--- src/rtl/mux_pkg.sv ---
// Shared constants for the stream multiplexer family.
package mux_pkg;

    localparam int unsigned MODE_SEL = 0;
    localparam int unsigned MODE_RR  = 1;

endpackage

--- src/rtl/rr_pick.sv ---
// Combinational round-robin picker: first request at or after ptr_i, wrapping modulo N.
module rr_pick #(
    parameter int unsigned N    = 4,
    parameter int unsigned SELW = $clog2(N)
) (
    input  logic [N-1:0]    req_i,
    input  logic [SELW-1:0] ptr_i,
    output logic [N-1:0]    gnt_o,
    output logic [SELW-1:0] idx_o,
    output logic            any_o
);

    // One extra bit so ptr + k cannot overflow before the modulo-N fold.
    always_comb begin
        logic [SELW:0] pos;
        gnt_o = '0;
        idx_o = '0;
        any_o = 1'b0;
        pos   = '0;
        for (int unsigned k = 0; k < N; k++) begin
            pos = {1'b0, ptr_i} + (SELW+1)'(k);
            if (pos >= (SELW+1)'(N)) begin
                pos = pos - (SELW+1)'(N);
            end
            if (!any_o && req_i[pos[SELW-1:0]]) begin
                any_o                = 1'b1;
                gnt_o[pos[SELW-1:0]] = 1'b1;
                idx_o                = pos[SELW-1:0];
            end
        end
    end

endmodule

--- src/rtl/mux_stream.sv ---
// N-channel valid/ready stream mux with a registered output stage; channel chosen
// by explicit select or by round-robin arbitration among valid inputs.
module mux_stream
    import mux_pkg::*;
#(
    parameter  int unsigned WIDTH = 8,
    parameter  int unsigned N     = 4,
    parameter  int unsigned MODE  = MODE_SEL,
    localparam int unsigned SELW  = $clog2(N)
) (
    input  logic                 clk,
    input  logic                 rst_n,
    input  logic [SELW-1:0]      sel,
    input  logic [N-1:0]         in_valid,
    input  logic [N*WIDTH-1:0]   in_data,
    output logic [N-1:0]         in_ready,
    output logic                 out_valid,
    output logic [WIDTH-1:0]     out_data,
    output logic [SELW-1:0]      out_ch,
    input  logic                 out_ready
);

    logic             free_c;
    logic             xfer_c;
    logic [N-1:0]     pick_c;
    logic [SELW-1:0]  ch_c;
    logic [WIDTH-1:0] data_c;

    logic             out_valid_q, out_valid_d;
    logic [WIDTH-1:0] out_data_q,  out_data_d;
    logic [SELW-1:0]  out_ch_q,    out_ch_d;

    if (MODE == MODE_RR) begin : g_rr
        logic [SELW-1:0] ptr_q, ptr_d;
        logic            unused_any;
        logic            unused_sel;

        assign unused_sel = ^sel;

        rr_pick #(
            .N    (N),
            .SELW (SELW)
        ) u_pick (
            .req_i (in_valid),
            .ptr_i (ptr_q),
            .gnt_o (pick_c),
            .idx_o (ch_c),
            .any_o (unused_any)
        );

        // Pointer moves just past the granted channel, folding at N rather than 2^SELW.
        always_comb begin
            ptr_d = ptr_q;
            if (xfer_c) begin
                ptr_d = (ch_c == SELW'(N - 1)) ? '0 : ch_c + SELW'(1);
            end
        end

        always_ff @(posedge clk or negedge rst_n) begin
            if (!rst_n) begin
                ptr_q <= '0;
            end else begin
                ptr_q <= ptr_d;
            end
        end
    end else begin : g_sel
        // Out-of-range select decodes to no channel at all.
        always_comb begin
            pick_c = '0;
            for (int unsigned i = 0; i < N; i++) begin
                pick_c[i] = (32'(sel) == i);
            end
        end

        assign ch_c = sel;
    end

    always_comb begin
        free_c   = !out_valid_q || out_ready;
        in_ready = free_c ? pick_c : '0;
        xfer_c   = |(in_valid & in_ready);
        data_c   = '0;
        for (int unsigned i = 0; i < N; i++) begin
            if (pick_c[i]) begin
                data_c = in_data[i*WIDTH +: WIDTH];
            end
        end
    end

    always_comb begin
        out_valid_d = out_valid_q;
        out_data_d  = out_data_q;
        out_ch_d    = out_ch_q;
        if (free_c) begin
            out_valid_d = xfer_c;
            if (xfer_c) begin
                out_data_d = data_c;
                out_ch_d   = ch_c;
            end
        end
    end

    always_ff @(posedge clk or negedge rst_n) begin
        if (!rst_n) begin
            out_valid_q <= 1'b0;
            out_data_q  <= '0;
            out_ch_q    <= '0;
        end else begin
            out_valid_q <= out_valid_d;
            out_data_q  <= out_data_d;
            out_ch_q    <= out_ch_d;
        end
    end

    assign out_valid = out_valid_q;
    assign out_data  = out_data_q;
    assign out_ch    = out_ch_q;

endmodule

--- config.mk ---
export PLATFORM = sky130hd
export DESIGN_NAME = mux_stream
export DESIGN_NICKNAME = d
export VERILOG_FILES = /design/src/rtl/mux_pkg.sv /design/src/rtl/rr_pick.sv /design/src/rtl/mux_stream.sv
export SDC_FILE = /design/constraint.sdc
export NUM_CORES = 1
export LEC_CHECK = 0
export CAP_MARGIN = 20
export CORE_MARGIN = 4
export CORE_UTILIZATION = 35
export CTS_CLUSTER_SIZE = 8
export DETAILED_ROUTE_END_ITERATION = 10
export GPL_TIMING_DRIVEN = 0
export PLACE_DENSITY = 0.82
export SLEW_MARGIN = 10
export SYNTH_ARGS = -nofsm -noshare
export SYNTH_HDL_FRONTEND = slang
export SYNTH_SLANG_ARGS = --single-unit
--- constraint.sdc ---
create_clock -name clk -period 2 [get_ports clk]
set_input_delay 0.4 -clock clk [delete_from_list [all_inputs] [get_ports clk]]
set_output_delay 0.4 -clock clk [all_outputs]
set_load 0.05 [all_outputs]
==> impl_metrics.tcl <==
set metrics [dict create \
    rsz0062_at_grt "no" \
    start_util_pct 36.9 \
    drive_gt1_share_pct 24.0 \
    grt_pass1_vias 706 \
    ys_ff_latch 11 \
    synth_warnings 0 \
    r2r_slack_ns 0.32 \
    yosysSeqAreaShare_pct 38.1 \
    syn-num-nets 88 \
    cts_hold_buf 0 \
    vias_per_cell 4.98 \
    syn-cell-area_sq_um 723 \
    n_fill_cell 173 \
    met1_usage_pct 14.4 \
    finalCritPeriodShare_pct 97.0 \
    mostFrequentLayoutCell "clkdlybuf4s50_1" \
    cp_max_fo 5 \
    slew_violations 0 \
    worstPathArrival_ns 1.54 \
    crit-reg2reg-launch "out_valid$_DFFE_PN0N_" \
    vdd_drop_max_v 0.000413 \
    ios 56 \
    layout_common_cells "clkdlybuf4s50_1, dfrtp_1, mux2_2" \
    clkTransAtPathRegs_ns 0.07 \
    hp-class "in2async" \
    track_usage_pct 15.6 \
    p_per_area_nw_per_um2 771 \
    fin_area_sq_um 1320 \
    fin_skew_ns 0.00569 \
    slew_headroom_pct 65.4 \
    via_count 653 \
    p_leak_nw 0.540 \
    dieWidth_um 53.5 \
    endpoint_kind "primary output" \
    setup_ws_ns 0.0597 \
    rr_worst_depth 4 \
    area_delta_synth_final_pct 82.0 \
    setup_violations 0 \
    worst_pin_slew_ns 0.517 \
    syn_avg_cell_area_sq_um 15.4 \
    fin_hold_ws_ns 0.462 \
    diodes 0 \
    postPlaceCellArea_sq_um 1300 \
    cts_buffers 3 \
    wirelength_mm 2.06 \
    grt.overflow.total 0 \
    max_freq_ghz 0.515 \
    cts_tree "done" \
    fp.dieArea_sq_um 2860 \
    busiest_layer "met2" \
    cts-root-buf "clkbuf_4" \
    clk_path_buf_depth 2 \
    ant_nets 0 \
    clock_sinks 11 \
    synth_cells 47 \
    met2_usage_pct 28.0 \
    antenna_found_initial 0 \
    wire_per_inst_um 15.7 \
    num-nets-final 146 \
    finalSetupTns_ns 0 \
    drcViolationCount 0 \
    final.min_clock_period_ns 1.94 \
    place_ws_ns -0.597 \
    status "completed" \
    grt_pass1_wl_mm 3.04 \
    hold_viol_final 0 \
    dr.pass1.iters 2 \
    cp.required_ns 1.60 \
    grt_max_degree 12 \
    drv_cap 0 \
    drt_iter0_drc 5 \
    power_w 0.00101 \
    rows 16 \
    criticalPathCategory "in2out" \
    globalplace.congestion 0.620 \
    core_sq_um 1960 \
    start_kind "input port" \
    dp_hpwl_mm 1.75 \
    die_y_um 53.5 \
    grtUsageMet3_pct 6.48 \
    reg2reg_to "out_data[7]$_DFFE_PN0P_" \
    synth.distinct_cells 20 \
    clk_latency_ns 0.27 \
    io_buffers 53 \
    ctsHtreeMaxLevel 1 \
    post_cts_buffers 0 \
]
-- per-layer routing --
layer	up-vias	share of wire, %
met2	39	52
met4	0	1.1
met3	2	14
met1	311	33
met5	-	0
li1	301	-
-- report_power, final --
group | internal (W) | leakage, nW | switching [W]
logic | 0.000244 | 0.397 | 0.000313
registers | 0.000278 | 0.128 | 0.0000273
clock network | 0.0000771 | 0.0150 | 0.0000751
total | 0.000599 | 0.540 | 0.000415
-- final cells by class --
cell class                      instances  area [sq um]  area share [%]
Buffer                                  4          33.8            2.57
Clock buffer                            4          26.3            2.00
Inverter                                1          3.75           0.285
Multi-Input combinational cell         31           424            32.2
Sequential cell                        11           275            20.9
Tap cell                               27          33.8            2.57
Timing Repair Buffer                   53           519            39.4
-- flip-flops by register name, indices dropped and copies added, names as in the netlist --
signal / count
out_ch: 2
out_data: 8
out_valid: 1
-- synth_stat cells, drive strengths merged --
| library cell | number | share of area [%] |
|---|---|---|
| a31oi | 1 | 2.9 |
| nor3 | 2 | 1.4 |
| nor2b | 1 | 0.87 |
| buf | 1 | 1.6 |
| clkbuf | 3 | 2.9 |
| mux4 | 8 | 29 |
| mux2i | 1 | 1.4 |
| nand2 | 2 | 1.0 |
| nand3 | 1 | 0.69 |
| nor2 | 1 | 0.52 |
| inv | 1 | 0.52 |
| nor3b | 1 | 1.0 |
| dfrtp | 11 | 38 |
| and3 | 1 | 0.87 |
| mux2 | 10 | 16 |
| o21ai | 1 | 0.69 |
| nand2b | 1 | 0.87 |
-- timing repair --
action,CTS,global route
gates resized for setup,15,3
setup endpoints to repair,4,2
endpoints found under the hold margin,0,0
-- through the flow --
step           util [%]  instances
3_5_place_dp       66.3        127
6_report           67.1        131
4_1_cts            67.2        131
3_3_place_gp       66.3        127
5_1_grt            67.1        131
2_1_floorplan         -         47
-- critical path: stages --
cell and delay, ns:
clkdlybuf4s50_1 0.47, nand2b_1 0.23, and3_1 0.18, buf_2 0.26
-- cell families (layout without fill, tap and decap cells) --
group / count (synthesis) / count (layout) / synth area share [%]
AO/OA/AOI/OAI: 2 / 2 / 3.63
multiplexers: 19 / 19 / 46.0
flip-flops: 11 / 11 / 38.1
AND/OR/NAND/NOR: 10 / 10 / 7.27
buffers and inverters: 5 / 62 / 5.02
-- worst max path at each step --
| stage | start | end | slack (ns) | depth (start not counted) |
|---|---|---|---|---|
| 6_report | out_ready | in_ready[3] | 0.06 | 4 |
| 5_1_grt | out_ready | in_ready[2] | 0.002 | 5 |
| 4_1_cts | out_ready | in_ready[0] | 0.004 | 4 |
| 3_5_place_dp | sel[1] | in_ready[3] | -0.60 | 4 |
| 3_3_place_gp | sel[1] | in_ready[3] | -0.56 | 4 |
| 2_1_floorplan | sel[1] | in_ready[1] | 0.1 | 3 |
Power figures use the tool's default switching activity.
